File: src/rtl/ghostchip_sound_timer.sv
// CHIP-8 / XO-CHIP delay and sound timers with a 60 Hz tick and a 1-bit speaker.
// Mode 0 plays a fixed square beep; mode 1 plays a 1-bit pattern buffer at a programmable pitch.
module ghostchip_sound_timer #(
    parameter int CLK_HZ        = 4857480,
    parameter int TICK_HZ       = 60,
    parameter int TICK_SRC      = 0,
    parameter int BEEP_HZ       = 440,
    parameter int PATTERN_BYTES = 16,
    parameter int ACC_W         = 24,
    localparam int AW           = (PATTERN_BYTES > 1) ? $clog2(PATTERN_BYTES) : 1
) (
    input  logic          clk,
    input  logic          reset,
    input  logic          vsync,
    input  logic          mode,
    input  logic          dt_we,
    input  logic          st_we,
    input  logic [7:0]    timer_din,
    output logic [7:0]    dt_dout,
    output logic [7:0]    st_dout,
    input  logic          pat_we,
    input  logic [AW-1:0] pat_addr,
    input  logic [7:0]    pat_din,
    input  logic          pitch_we,
    output logic          tick,
    output logic          beep,
    output logic          spkr
);

    localparam int IW    = $clog2(PATTERN_BYTES * 8);
    localparam int SW    = ((ACC_W > 9) ? ACC_W : 9) + 1;
    localparam int DIV_N = CLK_HZ / TICK_HZ;
    localparam int HALF  = CLK_HZ / (2 * BEEP_HZ);

    logic [7:0]       dt;
    logic [7:0]       st;
    logic [7:0]       dt_next;
    logic [7:0]       st_next;
    logic             sound_start;
    logic [7:0]       pitch;
    logic [7:0]       pat_mem [PATTERN_BYTES];
    logic [IW-1:0]    idx;
    logic [ACC_W-1:0] acc;
    logic [SW-1:0]    acc_sum;
    logic             carry;
    logic [31:0]      sq_cnt;
    logic             phase;
    logic [AW-1:0]    byte_sel;
    logic [7:0]       cur_byte;
    logic             cur_bit;

    generate
        if (TICK_SRC == 0) begin : g_vsync
            logic vsync_q;
            logic tick_q;
            // vsync_q tracks vsync during reset too, so a vsync already high
            // at release is not mistaken for a rising edge.
            always_ff @(posedge clk) begin
                vsync_q <= vsync;
                if (!reset) begin
                    tick_q <= 1'b0;
                end else begin
                    tick_q <= vsync & ~vsync_q;
                end
            end
            assign tick = tick_q;
        end else begin : g_div
            logic [31:0] div_cnt;
            wire unused_vsync = vsync;
            always_ff @(posedge clk) begin
                if (!reset) begin
                    div_cnt <= 32'd0;
                end else if (div_cnt == 32'(DIV_N - 1)) begin
                    div_cnt <= 32'd0;
                end else begin
                    div_cnt <= div_cnt + 32'd1;
                end
            end
            assign tick = (div_cnt == 32'(DIV_N - 1));
        end
    endgenerate

    // A cpu write wins over a same-cycle tick decrement.
    always_comb begin
        dt_next = dt;
        st_next = st;
        if (dt_we) begin
            dt_next = timer_din;
        end else if (tick && (dt != 8'd0)) begin
            dt_next = dt - 8'd1;
        end
        if (st_we) begin
            st_next = timer_din;
        end else if (tick && (st != 8'd0)) begin
            st_next = st - 8'd1;
        end
    end

    assign sound_start = (st == 8'd0) && (st_next != 8'd0);
    assign acc_sum     = SW'(acc) + SW'(pitch) + SW'(1);
    assign carry       = |acc_sum[SW-1:ACC_W];
    assign byte_sel    = AW'(idx >> 3);
    assign cur_byte    = pat_mem[byte_sel];
    assign cur_bit     = cur_byte[3'd7 - idx[2:0]];

    always_ff @(posedge clk) begin
        if (!reset) begin
            dt     <= 8'd0;
            st     <= 8'd0;
            beep   <= 1'b0;
            pitch  <= 8'd64;
            idx    <= '0;
            acc    <= '0;
            sq_cnt <= 32'd0;
            phase  <= 1'b0;
            spkr   <= 1'b0;
            for (int i = 0; i < PATTERN_BYTES; i++) begin
                pat_mem[i] <= 8'h00;
            end
        end else begin
            dt   <= dt_next;
            st   <= st_next;
            beep <= (st_next != 8'd0);
            if (pat_we && (int'(pat_addr) < PATTERN_BYTES)) begin
                pat_mem[pat_addr] <= pat_din;
            end
            if (pitch_we) begin
                pitch <= pat_din;
            end
            // Both generators run regardless of mode so a mode switch mid-sound
            // picks up where the other generator currently is.
            if (sound_start) begin
                idx    <= '0;
                acc    <= '0;
                sq_cnt <= 32'd0;
                phase  <= 1'b0;
            end else begin
                acc <= acc_sum[ACC_W-1:0];
                if (carry) begin
                    idx <= idx + IW'(1);
                end
                if (sq_cnt == 32'(HALF - 1)) begin
                    sq_cnt <= 32'd0;
                    phase  <= ~phase;
                end else begin
                    sq_cnt <= sq_cnt + 32'd1;
                end
            end
            spkr <= (st != 8'd0) && (mode ? cur_bit : phase);
        end
    end

    assign dt_dout = dt;
    assign st_dout = st;

endmodule

File: config.mk
export PLATFORM = sky130hd
export DESIGN_NAME = ghostchip_sound_timer
export DESIGN_NICKNAME = d
export VERILOG_FILES = /design/src/rtl/ghostchip_sound_timer.sv
export SDC_FILE = /design/constraint.sdc
export NUM_CORES = 1
export LEC_CHECK = 0
export CAP_MARGIN = 0
export CORE_MARGIN = 1
export CORE_UTILIZATION = 30
export DETAILED_ROUTE_END_ITERATION = 8
export PLACE_DENSITY_LB_ADDON = 0.05
export SLEW_MARGIN = 20
export SYNTH_ARGS = -nofsm -noshare
export SYNTH_HDL_FRONTEND = slang
export SYNTH_SLANG_ARGS = --single-unit
File: constraint.sdc
create_clock -name clk -period 2.9 [get_ports clk]
set_clock_uncertainty 0.05 [all_clocks]
set_input_delay 0.29 -clock clk [delete_from_list [all_inputs] [get_ports clk]]
set_output_delay 0.29 -clock clk [all_outputs]
set_load 0.01 [all_outputs]
[Word level (Yosys, flattened, before mapping)]
Memory sizes are Yosys's and may differ from the RTL's. A register that Yosys moved wholly into a read port is not among the register bits.
Cells that the tools add are included.
Widths: inputs -> output; s select.
Word-level totals
  input bits: 28
  bits in writable memories: 128
  latch bits: 0
  memories: 1
  ROM bits: 0
  register bits: 92
Operators by class
  reductions and logical operators: 12
  multipliers: 0
  bitwise gates (word level): 4
  div/mod/pow operators: 0
  shift operators: 0
  magnitude comparators: 1
  mux-type cells: 16
  equal/unequal tests: 1
  $add $sub $neg: 7
Memories
  pat_mem: words 16, bits a word 8, rd ports 1, clocked after memory_dff 1, wr ports 16, line 41  | logic [7:0] pat_mem [PATTERN_BYTES];
Operators with widths (number)
  $mux 8: 5
  $add 32x1->32 const B: 1
  $eq 32x13->1 const B: 1
  $add 24x8->25: 1
  $add 25x1->25 const B: 1
  $reduce_bool 8->1: 3
  $sub 8x1->8 const B: 2
  $mux 4: 3
  $logic_not 8->1: 1
  $reduce_or 8->1: 1
  $add 7x1->7 const B: 1
  $mux 1: 7
  $logic_and 1x1->1: 4
  $lt 3x4->1 const B: 1
  $bmux 1 s3: 1
  $not 1->1: 3
  $reduce_or 3->1: 1
  $sub 3x3->3 const A: 1
  $reduce_bool 2->1: 1
  $reduce_or 2->1: 1
  $and 1x1->1: 1

[Depth between registers and ports, before layout]
Gate-level depths: netlist of run 1.
  depth in word-level cells: 8
  mapped depth: 12
  gate-level depth less buffers: 11

[Least setup slack after synthesis of run 1]
Ideal clock, no wire load.
  path type: register -> register
  start point: register pitch[0]
  end point: register (tool-made name)
  period minus slack after synthesis: 2.612 ns
  path slack: 0.288 ns
  required time: 2.730 ns
  cell stages (with the launch flop): 13
  data arrival time: 2.442 ns
  path through: dfxtp_1 inv_1 ha_1 inv_1 fa_1 a21o_1 a221oi_1 a211oi_1 and4_1 clkbuf_1 nand4_1 xor2_1 nor2_1
RTL lines
  start: declaration: line 40  | logic [7:0] pitch;
  start signal: assignment: line 128  | pitch <= pat_din;

[Worst setup path in the final report of run 1]
  start point: register st[0], in the netlist st_dout[0]
  end point: register acc[5]
Between the ends
  longest elaborated chain between the ends: 7
  elaborated cells on any way between the ends: 9
  those cells by class: 1 x add/sub; 2 x mux; 6 x reduce/logical
RTL lines
  start: declaration: line 36  | logic [7:0] st;
  start signal: assignment: line 122  | st <= st_next;
  branches (longest 5 deep; another with $sub 8x1->8)
  $logic_and 1x1->1 (*): line 99  | assign sound_start = (st == 8'd0) && (st_next != 8'd0);
  $reduce_or 2->1 (no source line) (*)
  end signal: assignment: line 138  | acc <= acc_sum[ACC_W-1:0];
  end: declaration: line 43  | logic [ACC_W-1:0] acc;
Mark *: on every way between the ends.
A chain may end at the register's enable or synchronous reset.

==> impl_metrics.tcl, run 1 <==
set metrics [dict create \
    syn_area_um2 10630 \
    syn2layout_area_growth_pct 21.18 \
    vias_per_cell 4.812 \
    tns_ns 0 \
    post-route-cell-area_um2 12890 \
    leakage_nw 4.620 \
    crit_path_start_kind "flip-flop" \
    placed_area_um2 11960 \
    grt_max_degree 35 \
    synth_most_common_cell "and2_1" \
    post_drt_wl_per_cell_um 18.81 \
    critPathArrivalTime_ns 3.10 \
    rows 68 \
    clock-root-buffer "clkbuf_16" \
    path_delay_family "compound AO/OA/AOI/OAI gates" \
    cts-buffers-inserted 27 \
    slowest_delay_ns 0.55 \
    netlist_instances 963 \
    tightest_slew_ns 0.8698 \
    drtAntennaViolNets 0 \
    slew_viol_final 0 \
    dpl.hpwl_um 19700 \
    pin_count 47 \
    worstSetupPathType "reg -> reg" \
    multi_input_area_um2 4612 \
    cts.path.max_buffers 3 \
    drt-initial-drc-count 370 \
    vdd_drop_max_v 0.0004242 \
    antenna_found_initial 1 \
    yosysTopAreaCellShare_pct 36.15 \
    path_buf_inv 2 \
    synthArstFlopShare_pct 0 \
    cts_num_sinks 224 \
    outcome "completed" \
    yosysSeqAreaShare_pct 54.22 \
    gp_congestion 0.8153 \
    ctsHtreeMaxLevel 1 \
    nets 1098 \
    fin_util_pct 37.12 \
    routed_wl_um 28760 \
    synth_edf_count 128 \
    cp_cell_sequence "inv_1, ha_1, nor4b_4, a31oi_1, nor3b_1, o21ai_1, o41a_2, buf_4, a211oi_1" \
    maxCapViolations 0 \
    end_kind "flip-flop" \
    n_antenna_cell 0 \
    dp_slack_ns -0.009353 \
    postCtsHoldBufs 0 \
    period_share_pct 93.39 \
    crit_fanout 34 \
    clk_pin_slew_worst_paths_ns 0.06 \
    dr.pass1.iters 4 \
    synth_common_cells "and2_1, edfxtp_1, nor2_1" \
    synth_warnings 0 \
    clock_latency_ns 0.53 \
    route.detailed.drc 0 \
    min_period_ns 2.708 \
    rrSetupSlack_ns 0.19 \
    powerDensity_nw_per_um2 591.7 \
    synth_seq_cells 224 \
    grt.total_usage_pct 16.40 \
    portBuffers 46 \
    synth_ff_type "edfxtp_1" \
    maxSlewHeadroom_pct 41.83 \
    grt_first_pass_wirelength_um 45460 \
    cp_data_required_time_ns 3.29 \
    hold_ws_ns 0.1957 \
    setup_viol 0 \
    fin_ws_ns 0.1918 \
    grt_pass1_vias 7626 \
    hold_violations 0 \
    cts_tree "yes" \
    die_area_um2 36200 \
    cp_slowest_cell "o41a_2" \
    fill_cells 3480 \
    core_area_um2 34710 \
    floorplan.initialDensity_pct 30.63 \
    synth_area_leaders "edfxtp_1, dfxtp_1, and2_1" \
    seq_area_um2 5771 \
    vias 7357 \
    yosys.cell_types.count 65 \
    worstHoldPathType "in -> reg" \
    avgSynthCellArea_um2 11.04 \
    grt.overflow.total 0 \
    fmax_mhz 369.2 \
    die_y_um 190.3 \
    netlist.top_cell.by_area "edfxtp_1" \
    drive_gt1_share_pct 14.25 \
    synth_fp_nets 1007 \
    dieWidth_um 190.3 \
]
## timing repair
item                       CTS  global route
hold endpoints to repair     0             0
setup buffers                1             0
pin swaps                    0             0
gates resized for setup      1             7
gates cloned                 0             0
setup endpoints to repair    5            20
## worst reg2reg max path: stages, from the launching register on
cell and delay, ns:
dfxtp_1 0.31, inv_1 0.09, ha_1 0.19, nor4b_4 0.32, a31oi_1 0.14, nor3b_1 0.34
o21ai_1 0.16, o41a_2 0.55, buf_4 0.28, a211oi_1 0.21
## cells by family (layout without fill, tap and decap cells)
| group | Yosys count | count (layout) | synth area share (%) |
|---|---|---|---|
| compound gates | 111 | 111 | 6.789 |
| xor+xnor | 50 | 50 | 4.118 |
| fa+ha+maj | 16 | 16 | 1.953 |
| buf+inv | 69 | 180 | 2.624 |
| flops | 224 | 224 | 54.22 |
| mux | 56 | 56 | 8.236 |
| simple gates | 437 | 437 | 22.06 |
## metal layers
| metal | GRT usage, % | part of all wire (%) | wire [um] |
|---|---|---|---|
| met1 | 23.45 | 50 | 14370 |
| met2 | 26.25 | 45 | 12850 |
| met3 | 2.153 | 3.5 | 1015 |
| met4 | 3.754 | 1.8 | 520 |
| met5 | 0 | 0 | 0 |
## through the flow
step / power, mW / instances
finish: 7.625 / 1529
global route: 7.948 / 1529
CTS: 7.753 / 1529
detailed placement: 4.306 / 1479
global placement: 4.315 / 1479
floorplan: 3.998 / 963
## area by class of cell
class | count | area share [%]
Tap cell | 455 | 4.418
Sequential cell | 224 | 44.78
Inverter | 26 | 0.7574
Multi-Input combinational cell | 670 | 35.79
Timing Repair Buffer | 105 | 7.302
Clock inverter | 8 | 0.5146
Clock buffer | 41 | 6.438
## flip-flops by register name (all words and copies together), names as in the netlist, named ones only
signal           cells
acc                 24
idx                  7
phase                1
pitch                8
sq_cnt              32
g_vsync.vsync_q      1
pat_mem            128
tick                 1
dt_dout              8
spkr                 1
beep                 1
st_dout              8
## power breakdown
group | internal [mW] | switching (mW) | leakage, nW
Combinational | 0.279 | 0.368 | 2.17
Clock | 2.05 | 1.34 | 0.451
Sequential | 3.51 | 0.0800 | 2.00
Total | 5.84 | 1.78 | 4.62
## worst paths after layout
check	startpoint	end	cells past startpoint
max	st_dout[0]	acc[5]	9
min	vsync	g_vsync.vsync_q	1
max reg2reg	st_dout[0]	acc[5]	9
min reg2reg	g_vsync.vsync_q	tick	1
## cells in the final DEF, fill, tap and decap left out, types with 25 or more instances in the layout
master and instances:
and2_1 133, edfxtp_1 128, nor2_1 107, dfxtp_1 94, buf_4 56, nand2_1 51
clkdlybuf4s50_1 46, xor2_1 41, a21oi_1 29, mux2i_1 29, clkbuf_16 28, o21ai_0 27
inv_1 26, mux4_2 25
Note: power is estimated with default switching activity, not from simulation.
==> run 2, diff against run 1 <==
--- a/config.mk
+++ b/config.mk
@@ -8,6 +8,7 @@
 export CAP_MARGIN = 0
 export CORE_MARGIN = 1
 export CORE_UTILIZATION = 30
+export CTS_BUF_LIST = sky130_fd_sc_hd__clkbuf_16
 export DETAILED_ROUTE_END_ITERATION = 8
 export PLACE_DENSITY_LB_ADDON = 0.05
 export SLEW_MARGIN = 20
==> run 2 against run 1 <==
Effect of this change: via count shrank 0.26%; first-iteration DRC count is 6.8% lower; design area shrank 0.62%; setup slack worse by 0.0011 ns; register-to-register slack about the same; critical path type unchanged; largest cell class unchanged.
==> impl_metrics.tcl, run 2 (same netlist as run 1, synthesis figures left out) <==
set metrics [dict create \
    drt-initial-drc-count 345 \
    min_period_ns 2.709 \
    p_total_mw 7.389 \
    routed_wl_um 28750 \
    grt.total_usage_pct 16.40 \
    post_drt_wl_per_cell_um 18.80 \
    hold_violations 0 \
    final_cells 1529 \
    tightest_slew_ns 0.8869 \
    r2r_cells 9 \
    grt_first_pass_wirelength_um 45470 \
    n_antenna_cell 0 \
    cts.path.max_buffers 3 \
    vdd_drop_max_v 0.0003969 \
    fill_cells 3487 \
    end_kind "flip-flop" \
    holdCritStartpoint "vsync" \
    fin_util_pct 36.89 \
    top_register "pat_mem" \
    die_area_um2 36200 \
    reg_top3 "pat_mem: 128 flops, sq_cnt: 32 flops, acc: 24 flops" \
    dieWidth_um 190.3 \
    largest_register_ffs 128 \
    dp_cells 1479 \
    whs_endpoint "g_vsync.vsync_q" \
    postCtsHoldBufs 0 \
    final_cell_mix "and2_1, edfxtp_1, nor2_1, dfxtp_1, buf_4" \
    portBuffers 46 \
    maxSlewHeadroom_pct 40.68 \
    floorplan.initialDensity_pct 30.63 \
    die_y_um 190.3 \
    cts_num_sinks 224 \
    period_share_pct 93.43 \
    antenna_found_initial 1 \
    vias_per_cell 4.799 \
    reg2reg_from "st_dout[0]" \
    powerDensity_nw_per_um2 577.0 \
    rows 68 \
    crit_path_start_kind "flip-flop" \
    cp_data_required_time_ns 3.29 \
    clock_latency_ns 0.53 \
    grt_max_degree 35 \
    drive_gt1_share_pct 13.69 \
    vias 7338 \
    timing.rr.end "acc[5]" \
    nets 1098 \
    holdPathStages 1 \
    ctsHtreeMaxLevel 1 \
    leakage_nw 4.601 \
    setup_viol 0 \
    final_common_cell "and2_1" \
    worstSetupPathType "reg -> reg" \
    slew_viol_final 0 \
    clock-root-buffer "clkbuf_16" \
    dr.pass1.iters 5 \
    crit_fanout 34 \
    cp_cell_sequence "inv_1, ha_1, nor4b_4, a31oi_1, nor3b_1, o21ai_1, o41a_2, buf_4, a211oi_1" \
    grt_pass1_vias 7637 \
    pin_count 47 \
    maxCapViolations 0 \
    cp_slowest_cell "o41a_2" \
    cts_tree "yes" \
    rrSetupSlack_ns 0.19 \
    gp_congestion 0.8153 \
    clk_pin_slew_worst_paths_ns 0.06 \
    drtAntennaViolNets 0 \
    critPathArrivalTime_ns 3.10 \
    fmax_mhz 369.1 \
    slowest_delay_ns 0.55 \
    route.detailed.drc 0 \
    grt.overflow.total 0 \
    cts-buffers-inserted 27 \
    dpl.hpwl_um 19700 \
    core_area_um2 34710 \
    syn2layout_area_growth_pct 20.43 \
    worstHoldPathType "in -> reg" \
    outcome "completed" \
]
[run 2: cell types whose count changed in the layout (fill, tap and decap cells not counted), sizes merged]
cell / previous run / this run
clkinv: 6 / 12
clkbuf: 41 / 28
inv: 27 / 34
[run 2: report_power, final]
part           switching, mW  leakage, nW  internal [mW]  total (mW)
registers             0.0803         2.00           3.51        3.59
logic                  0.368         2.17          0.279       0.646
clock network           1.33        0.432           1.82        3.15
total                   1.78         4.60           5.61        7.39
[run 2: worst max-delay path by stage]
stage,endpoint,cells after the start,startpoint
6_report,acc[5],9,st_dout[0]
2_1_floorplan,flip-flop,12,pitch[0]
3_3_place_gp,spkr,9,flip-flop
5_1_grt,acc[9],9,st_dout[0]
4_1_cts,sq_cnt[10],8,st_dout[1]
3_5_place_dp,spkr,9,flip-flop
[run 2: worst max-delay path: cells and delay by family (launching register included)]
kind	cells	cell delay (ns)
AO/OA/AOI/OAI	4	1.06
adder cells (fa/ha/maj)	1	0.19
buffers and inverters	2	0.37
flip-flops	1	0.31
AND/OR/NAND/NOR	2	0.66
[run 2: layer usage]
| layer | global-route usage (%) | vias to the layer above | part of all wire [%] |
|---|---|---|---|
| li1 | - | 3635 | - |
| met1 | 23.45 | 3541 | 50 |
| met2 | 26.25 | 127 | 45 |
| met3 | 2.153 | 35 | 3.4 |
| met4 | 3.785 | 0 | 1.7 |
| met5 | 0 | - | 0 |
[run 2: area by class of cell]
type / count / area (um2) / area share (%)
Inverter: 26 / 97.59 / 0.7621
Sequential cell: 224 / 5771 / 45.06
Clock inverter: 21 / 115.1 / 0.8989
Tap cell: 455 / 569.3 / 4.446
Multi-Input combinational cell: 670 / 4612 / 36.01
Clock buffer: 28 / 700.7 / 5.471
Timing Repair Buffer: 105 / 940.9 / 7.347
[run 2: what timing repair did]
action                                 CTS  global route
gates resized for setup                  1             7
setup endpoints to repair                5            20
cloned                                   0             0
endpoints found under the hold margin    0             0
setup buffers                            1             0
[run 2: through the flow]
| step | hold slack (ns) | setup WS (ns) | setup TNS (ns) | area, um2 |
|---|---|---|---|---|
| 3_5_place_dp | 0.3290 | -0.009353 | -0.009353 | 11960 |
| 4_1_cts | 0.1724 | 0.09142 | 0 | 12780 |
| 6_report | 0.1955 | 0.1907 | 0 | 12810 |
| 2_1_floorplan | 0.2677 | 0.2875 | 0 | 10630 |
| 5_1_grt | 0.1963 | -0.05361 | -0.1002 | 12810 |
| 3_3_place_gp | 0.3247 | -0.09918 | -0.09918 | 11960 |
==> run 3, diff against run 2 <==
--- a/config.mk
+++ b/config.mk
@@ -6,6 +6,7 @@
 export NUM_CORES = 1
 export LEC_CHECK = 0
 export CAP_MARGIN = 0
+export CORE_ASPECT_RATIO = 0.75
 export CORE_MARGIN = 1
 export CORE_UTILIZATION = 30
 export CTS_BUF_LIST = sky130_fd_sc_hd__clkbuf_16
==> run 3 against run 2 <==
Effect of this change: register-to-register slack about the same; non-clock buffer count is 3 higher; fmax is essentially flat; via count is 0.29% lower; combinational power is 2% higher; clock power barely moved; sequential share of layout area down 0.061 points; final cell count up 0.26%; critical path type unchanged; largest cell class unchanged; highest routed layer unchanged.
==> impl_metrics.tcl, run 3 (same netlist as run 1, synthesis figures left out) <==
set metrics [dict create \
    nets 1100 \
    drtAntennaViolNets 0 \
    rows 59 \
    core_area_um2 34770 \
    final_common_cell "and2_1" \
    top_register "pat_mem" \
    dieWidth_um 219.4 \
    vdd_drop_max_v 0.0003618 \
    floorplan.initialDensity_pct 30.58 \
    worstSetupPathType "reg -> reg" \
    final_cell_mix "and2_1, edfxtp_1, nor2_1, dfxtp_1, buf_4" \
    leakage_nw 4.620 \
    crit_path_start_kind "flip-flop" \
    antenna_found_initial 1 \
    n_antenna_cell 0 \
    clock_latency_ns 0.53 \
    post-route-cell-area_um2 12820 \
    busiest_layer "met1" \
    cts_num_sinks 224 \
    grtUsageMet3_pct 3.388 \
    die_area_um2 36210 \
    grt_pass1_vias 7074 \
    maxCapViolations 0 \
    end_kind "flip-flop" \
    cp_data_required_time_ns 3.24 \
    p_total_mw 7.435 \
    rsz0062_at_grt "false" \
    ctsHtreeMaxLevel 1 \
    use_met2_pct 21.72 \
    holdCritStartpoint "vsync" \
    syn2layout_area_growth_pct 20.59 \
    powerDensity_nw_per_um2 579.8 \
    die_y_um 165.1 \
    reg_top3 "pat_mem: 128 flops, sq_cnt: 32 flops, acc: 24 flops" \
    postCtsHoldBufs 0 \
    maxSlewHeadroom_pct 39.06 \
    rrSetupSlack_ns 0.19 \
    cts.path.max_buffers 3 \
    setup_viol 0 \
    timing.rr.end "spkr" \
    post_drt_wl_per_cell_um 19.08 \
    holdPathStages 1 \
    whs_endpoint "g_vsync.vsync_q" \
    route.detailed.drc 0 \
    dr.pass1.iters 7 \
    slew_viol_final 0 \
    fmax_mhz 368.9 \
    grt_first_pass_wirelength_um 44480 \
    critPathArrivalTime_ns 3.05 \
    cts-buffers-inserted 26 \
    clk_pin_slew_worst_paths_ns 0.06 \
    tns_ns 0 \
    gp_congestion 0.7873 \
    cts_tree "yes" \
    tightest_slew_ns 0.9112 \
    cp_slowest_cell "dfxtp_1" \
    grt.total_usage_pct 16.47 \
    vias_per_cell 4.773 \
    grt.overflow.total 0 \
    routed_wl_um 29240 \
    dp_slack_ns 0.06159 \
    dpl.hpwl_um 20350 \
    clock-root-buffer "clkbuf_16" \
    placed_area_um2 11970 \
    grt_max_degree 35 \
    pin_count 47 \
    crit_fanout 13 \
    hold_violations 0 \
    outcome "completed" \
    portBuffers 46 \
    cp_cell_sequence "buf_4, mux2_2, o21ai_0, o21ai_0, nand4_1, a31oi_1, o311ai_0, buf_4, a21oi_1" \
    min_period_ns 2.711 \
    fin_ws_ns 0.1889 \
    r2r_cells 9 \
    worstHoldPathType "in -> reg" \
    groute.layer.met1.usage_pct 26.52 \
    drive_gt1_share_pct 13.38 \
    slowest_delay_ns 0.68 \
    drt-initial-drc-count 483 \
    vias 7317 \
    largest_register_ffs 128 \
    period_share_pct 93.49 \
]
-- run 3: changes by cell type in the layout (fill, tap and decap cells not counted), sizes merged --
cell	delta
bufinv	+1
clkinvlp	+1
inv	+3
clkbuf	-1
clkinv	-5
buf	+3
-- run 3: layout make-up --
cell class	count	area [um2]
fillers	3452	21950
clock buffers	27	675.6
flip-flops and latches	224	5771
inverters	26	97.59
clock inverters	21	138.9
well taps	457	571.8
repair buffers	108	962.2
multi-input cells	670	4607
-- run 3: timing repair --
item / in CTS / in global routing
gates resized for setup: 0 / 8
setup buffers: 0 / 1
hold endpoints to repair: 0 / 0
endpoints found under the setup margin: 0 / 51
-- run 3: metrics by stage --
stage / hold WS [ns] / cells / util [%]
3_5_place_dp: 0.3241 / 1484 / 34.43
2_1_floorplan: 0.2677 / 963 / -
5_1_grt: 0.1749 / 1533 / 36.88
6_report: 0.1807 / 1533 / 36.88
3_3_place_gp: 0.3223 / 1484 / 34.43
4_1_cts: 0.1549 / 1532 / 36.77
-- run 3: metal layers --
metal	share of wire, %	vias up
li1	-	3638
met1	55	3502
met2	38	140
met3	4.9	37
met4	1.7	0
met5	0	-
-- run 3: how the worst max path moves through the flow --
stage	from	endpoint	slack [ns]	cells after the start
after floorplan	pitch[0]	flip-flop	0.29	12
after global placement	st_we	sq_cnt[10]	0.05	9
after detailed placement	st_dout[0]	sq_cnt[3]	0.06	9
after CTS	st_dout[0]	sq_cnt[3]	0.04	9
after global routing	st_dout[0]	sq_cnt[3]	0.03	10
final	flip-flop	spkr	0.19	9
-- run 3: worst max-delay path, delay by kind of cell (launching register included) --
family / cells / cell delay (ns)
and+or+nand+nor: 1 / 0.11
DFF: 1 / 0.68
muxes: 1 / 0.35
buffers and inverters: 2 / 0.50
AOI/OAI and AO/OA: 5 / 0.87
-- run 3: where the power goes --
group,leakage (nW),internal [mW],total [mW],switching (mW)
Clock,0.437,1.85,3.18,1.34
Combinational,2.18,0.282,0.658,0.376
Sequential,2.00,3.51,3.59,0.0803
Total,4.62,5.64,7.44,1.79
